### src/rtl/pc_gen.sv
// Fetch-PC generator: sequences the fetch address, arbitrates redirects and buffers them across stalls.
// Optional return-address stack enabled by defining PC_RAS_EN.
module pc_gen #(
    parameter int                ADDR_W     = 32,
    parameter logic [ADDR_W-1:0] RESET_ADDR = '0,
    parameter int                INC        = 4,
    parameter int                RAS_DEPTH  = 4
) (
    input  logic              clk,
    input  logic              rst_n,
    input  logic              pc_hold_flag,
    input  logic              trap_i,
    input  logic [ADDR_W-1:0] trap_addr_i,
    input  logic              jump_flag_i,
    input  logic [ADDR_W-1:0] pc_i,
    input  logic              jump_bp,
    input  logic [ADDR_W-1:0] bp_addr_i,
    input  logic              fetch_ready_i,
    output logic              fetch_valid_o,
    output logic [ADDR_W-1:0] pc_o,
    output logic              redirect_o,
    output logic              pend_o,
    input  logic              ras_push_i,
    input  logic              ras_pop_i,
    output logic [ADDR_W-1:0] ras_top_o,
    output logic              ras_valid_o,
    output logic [1:0]        state_dbg
);

    // Request handshake: imem samples pc_o only on an edge where fetch_valid_o and
    // fetch_ready_i are both high; while valid is high and ready low, pc_o stays stable
    // unless a redirect replaces it.

    typedef enum logic [1:0] {
        S_BOOT = 2'd0,
        S_RUN  = 2'd1,
        S_HOLD = 2'd2
    } state_t;

    localparam logic [ADDR_W-1:0] INC_V      = ADDR_W'(INC);
    localparam logic [ADDR_W-1:0] ALIGN_MASK = ~(ADDR_W'(INC - 1));

    state_t            state;
    logic [ADDR_W-1:0] pend_addr;
    logic              pend_trap;

    logic              fire;
    logic              run_adv;
    logic              live_redir;
    logic [ADDR_W-1:0] live_target;
    logic              pend_keep;

    assign state_dbg  = state;
    assign fire       = fetch_valid_o & fetch_ready_i;
    assign run_adv    = (state == S_RUN) & ~pc_hold_flag;
    assign live_redir = trap_i | jump_flag_i | jump_bp;
    // A buffered trap outranks any later non-trap redirect captured during the same hold.
    assign pend_keep  = pend_o & pend_trap & ~trap_i;

    always_comb begin
        live_target = bp_addr_i;
        if (trap_i)
            live_target = trap_addr_i;
        else if (jump_flag_i)
            live_target = pc_i;
        live_target = live_target & ALIGN_MASK;
    end

    always_ff @(posedge clk) begin
        if (!rst_n) begin
            state         <= S_BOOT;
            pc_o          <= RESET_ADDR;
            fetch_valid_o <= 1'b0;
            redirect_o    <= 1'b0;
            pend_o        <= 1'b0;
            pend_addr     <= '0;
            pend_trap     <= 1'b0;
        end else begin
            redirect_o <= 1'b0;

            case (state)
                S_BOOT: begin
                    if (pc_hold_flag) begin
                        state         <= S_HOLD;
                        fetch_valid_o <= 1'b0;
                    end else begin
                        state         <= S_RUN;
                        fetch_valid_o <= 1'b1;
                    end
                end
                S_RUN: begin
                    if (pc_hold_flag) begin
                        state         <= S_HOLD;
                        fetch_valid_o <= 1'b0;
                    end
                end
                S_HOLD: begin
                    if (!pc_hold_flag) begin
                        state         <= S_RUN;
                        fetch_valid_o <= 1'b1;
                    end
                end
                default: begin
                    state         <= S_BOOT;
                    fetch_valid_o <= 1'b0;
                end
            endcase

            if (run_adv) begin
                if (live_redir) begin
                    pc_o       <= live_target;
                    redirect_o <= 1'b1;
                    pend_o     <= 1'b0;
                    pend_trap  <= 1'b0;
                end else if (pend_o) begin
                    pc_o       <= pend_addr;
                    redirect_o <= 1'b1;
                    pend_o     <= 1'b0;
                    pend_trap  <= 1'b0;
                end else if (fire) begin
                    pc_o <= pc_o + INC_V;
                end
            end else if (live_redir && !pend_keep) begin
                // Not advancing (stall, boot or hold release): buffer the redirect.
                pend_o    <= 1'b1;
                pend_addr <= live_target;
                pend_trap <= trap_i;
            end
        end
    end

`ifdef PC_RAS_EN
    localparam int PTR_W = (RAS_DEPTH > 1) ? $clog2(RAS_DEPTH) : 1;
    localparam logic [PTR_W:0] CNT_MAX = (PTR_W + 1)'(RAS_DEPTH);

    logic [ADDR_W-1:0] ras_mem [RAS_DEPTH];
    logic [PTR_W-1:0]  ras_ptr;
    logic [PTR_W-1:0]  ras_ptr_inc;
    logic [PTR_W-1:0]  ras_ptr_dec;
    logic [PTR_W:0]    ras_cnt;
    logic [ADDR_W-1:0] ras_ret;
    logic              ras_replace;

    assign ras_ptr_inc = ras_ptr + 1'b1;
    assign ras_ptr_dec = ras_ptr - 1'b1;
    assign ras_ret     = pc_o + INC_V;
    assign ras_replace = ras_push_i & ras_pop_i & (ras_cnt != '0);
    assign ras_top_o   = ras_mem[ras_ptr];
    assign ras_valid_o = (ras_cnt != '0);

    // Circular buffer: a push when full simply wraps onto the oldest slot.
    always_ff @(posedge clk) begin
        if (!rst_n) begin
            ras_ptr <= '0;
            ras_cnt <= '0;
        end else if (ras_replace) begin
            ras_ptr <= ras_ptr;
        end else if (ras_push_i) begin
            ras_ptr <= ras_ptr_inc;
            if (ras_cnt != CNT_MAX)
                ras_cnt <= ras_cnt + 1'b1;
        end else if (ras_pop_i && ras_cnt != '0) begin
            ras_ptr <= ras_ptr_dec;
            ras_cnt <= ras_cnt - 1'b1;
        end
    end

    always_ff @(posedge clk) begin
        if (ras_replace)
            ras_mem[ras_ptr] <= ras_ret;
        else if (ras_push_i)
            ras_mem[ras_ptr_inc] <= ras_ret;
    end
`else
    logic ras_unused;

    assign ras_unused  = ras_push_i ^ ras_pop_i;
    assign ras_top_o   = '0;
    assign ras_valid_o = 1'b0;
`endif

endmodule
### config.mk
export PLATFORM = sky130hd
export DESIGN_NAME = pc_gen
export DESIGN_NICKNAME = d
export VERILOG_FILES = /design/src/rtl/pc_gen.sv
export SDC_FILE = /design/constraint.sdc
export NUM_CORES = 1
export LEC_CHECK = 0
export BUFFER_PORTS_ARGS = -buffer_cell sky130_fd_sc_hd__buf_2
export CAP_MARGIN = 20
export CORE_MARGIN = 5
export CORE_UTILIZATION = 50
export DETAILED_ROUTE_END_ITERATION = 7
export PLACE_DENSITY_LB_ADDON = 0.1
export REMOVE_ABC_BUFFERS = 1
export SLEW_MARGIN = 5
export SYNTH_ARGS = -nofsm -noshare
export SYNTH_HDL_FRONTEND = slang
export SYNTH_SLANG_ARGS = --single-unit
### constraint.sdc
create_clock -name clk -period 2.1 [get_ports clk]
set_input_delay 0.21 -clock clk [delete_from_list [all_inputs] [get_ports clk]]
set_output_delay 0.21 -clock clk [all_outputs]
set_load 0.005 [all_outputs]
==> impl_metrics.tcl <==
set metrics [dict create \
    fin_crit_sh_pct 92.73 \
    die_area_mm2 0.01110 \
    cts_buffer_depth 2 \
    ys_seq_area_share_pct 29.07 \
    cts.clk_slew.worst_paths_ns 0.07 \
    stdcell_area_mm2 0.005532 \
    p_sw_share_pct 28.82 \
    arrival_ns 2.23 \
    grt_pass1_wl_um 20890 \
    postRouteAntennaNets 0 \
    root_buffer "clkbuf_8" \
    r2r_start "state_dbg[0]$_SDFFE_PN0P_" \
    synthTopCellsByCount "66 x dfxtp_1, 53 x nand2_1, 50 x o21ai_0" \
    seq_power_share_pct 44.0 \
    synth_top_cell_by_area "dfxtp_1" \
    synth.most_common_cell "dfxtp_1" \
    yosys_warnings 0 \
    status "complete, no violations" \
    drtPass1Iterations 4 \
    tightest_slew_ns 0.5453 \
    worstPathCellList "or3b_1, buf_4, a21oi_2, buf_4, o21ai_0, a31o_2, a21oi_1" \
    portBuffers 131 \
    holdPathStages 2 \
    crit_buf_inv 2 \
    cts_tree "built" \
    coreArea_mm2 0.008806 \
    cts.sinks 66 \
    hold_class "in2reg" \
    synth_flop_cell "dfxtp_1" \
    ioPinCount 175 \
    via_per_inst 5.545 \
    synth_top_area_share_pct 29.07 \
    fp.dieH_um 105.3 \
    yosys-top-cells-area "dfxtp_1 29%, mux2i_1 7.5%, buf_4 5.8%" \
    crit_family "compound AO/OA/AOI/OAI gates" \
    grt_max_degree 45 \
    die_w_um 105.3 \
    groute.usage.overall_pct 22.49 \
    wl_um 12990 \
    finalHoldViolCount 0 \
    crit_path_end_kind "register" \
    skew_ns 0.008742 \
    yosysUniqueCellTypes 60 \
    cts_setup_buffers 0 \
    gp_congestion 0.8475 \
    syn2layout_area_growth_pct 21.72 \
    cts_max_level 3 \
    avgSynthCellArea_um2 7.781 \
    p_leak_nw 2.474 \
    hold_path_end "state_dbg[0]$_SDFFE_PN0P_" \
    start_util_pct 51.61 \
    max_slew_margin_pct 63.47 \
    ctsResizeCount 0 \
    p_int_mw 2.260 \
    powerDensity_mw_per_mm2 573.9 \
    r2r.worst_path.cells 7 \
    nFillCells 829 \
    grt-ovfl-total 0 \
    drive_above_1_share_pct 31.02 \
    fmax_ghz 0.5135 \
    synthCells 584 \
    async_reset_ff_share_pct 0 \
    hold_start "pc_hold_flag" \
    detail_route.wl_per_cell_um 15.65 \
    cpPeakStageDelay_ns 0.40 \
    regToRegEndpoint "pc_o[21]$_SDFFE_PN0P_" \
    final_nets 823 \
    p_sw_mw 0.9148 \
    route.detailed.drc 0 \
    drtIter0Drc 252 \
    required_ns 2.38 \
    worst-path-max-fanout 18 \
    setup_viol 0 \
    antenna_found_initial 0 \
    clkPwrFrac_pct 35.0 \
    insertion_delay_ns 0.35 \
    syn_area_mm2 0.004544 \
    peakVddDrop_v 0.0002983 \
    rows 34 \
    start_kind "register" \
    rrSetupSlack_ns 0.15 \
    hpwl_um 9609 \
    vias 4602 \
    ys_seq_elements 66 \
    rsz0062_at_grt "false" \
    fin_setup_tns_ns 0 \
    path_class "reg2reg" \
    crit_path_frequent_cell "buf_4" \
    cap_violations 0 \
    diodes 0 \
    cts_hold_buf 0 \
    cts_made_buffers 9 \
    cp_slowest_cell "or3b_1" \
    comb_power_share_pct 21.0 \
    drv_slew 0 \
    min_period_ns 1.947 \
    placed_area_mm2 0.005329 \
    grt_pass1_vias 4363 \
    synth_edf_count 0 \
]
==> power groups by stage <==
stage	combinational, mW	sequential [mW]	clock [mW]
floorplan	0.345	1.42	0
global placement	0.643	1.42	0
detailed placement	0.664	1.42	0
CTS	0.665	1.40	1.12
global route	0.741	1.41	1.18
finish	0.667	1.40	1.11
==> stage by stage <==
stage               utilization [%]  cells  total power, mW  hold WS (ns)  setup WS [ns]
floorplan                         -    541            1.769        0.2815        -0.7366
global placement              60.51    814            2.063        0.4202         0.2200
detailed placement            60.51    814            2.087        0.4291         0.1715
global route                  62.82    830            3.325       0.06267        0.03179
CTS                           62.76    830            3.180       0.05671         0.1712
finish                        62.82    830            3.175       0.07439         0.1526
==> cell usage in the layout, fill, tap and decap left out, drive strengths merged, types with 3 or more instances in the layout <==
master and instances:
a211oi 5, a21o 10, a21oi 49, a31oi 14, and2 6, and3 8, and4 4, buf 165
clkbuf 14, conb 35, dfxtp 66, inv 3, mux2 17, mux2i 34, nand2 53, nand2b 6
nand3 23, nand4 12, nor2 44, nor2b 6, nor3 12, nor4 7, o211ai 10, o21a 5
o21ai 51, or2 15, or4 3, xnor2 8, xor2 5
==> logic make-up after synthesis <==
logic type,Yosys count,share of synthesized area (%)
AOI/OAI and AO/OA,167,22.69
xor gates and xnor gates,13,2.506
other,1,0.08252
and+or+nand+nor,204,23.54
muxes,51,11.70
buffers and inverters,81,10.13
adders and majority gates,1,0.2753
DFF,66,29.07
==> sequential cells by signal, indices dropped and copies added, names as in the netlist <==
signal	count
fetch_valid_o	1
pend_o	1
state_dbg	2
pc_o	30
redirect_o	1
pend_addr	30
pend_trap	1
==> final cells by class <==
class,count,area [um^2],area share [%]
flip-flops and latches,66,1321,23.89
clock buffers,14,162.7,2.941
multi-input cells,471,2914,52.68
well taps,108,135.1,2.443
repair buffers,165,948.4,17.15
clock inverters,2,35.03,0.6333
inverters,4,15.01,0.2714
==> worst max-delay path by stage <==
stage	startpoint	endpoint	slack (ns)	cells past startpoint
4_1_cts	state_dbg[0]$_SDFFE_PN0P_	pc_o[21]$_SDFFE_PN0P_	0.17	7
6_report	state_dbg[0]$_SDFFE_PN0P_	pc_o[21]$_SDFFE_PN0P_	0.15	7
5_1_grt	state_dbg[0]$_SDFFE_PN0P_	pc_o[21]$_SDFFE_PN0P_	0.03	7
3_5_place_dp	jump_flag_i	pc_o[28]$_SDFFE_PN0P_	0.17	7
2_1_floorplan	pend_o$_SDFFE_PP0P_	pc_o[21]$_SDFFE_PN0P_	-0.74	5
3_3_place_gp	state_dbg[0]$_SDFFE_PN0P_	pc_o[16]$_SDFFE_PN0P_	0.22	7
==> per-layer routing <==
| layer | track usage [%] | share of wire, % |
|---|---|---|
| met5 | 0 | 0 |
| met3 | 5.379 | 8.0 |
| met4 | 5.342 | 0.95 |
| met1 | 29.78 | 44 |
| met2 | 37.07 | 47 |
Note: power is estimated with default switching activity, not from simulation.
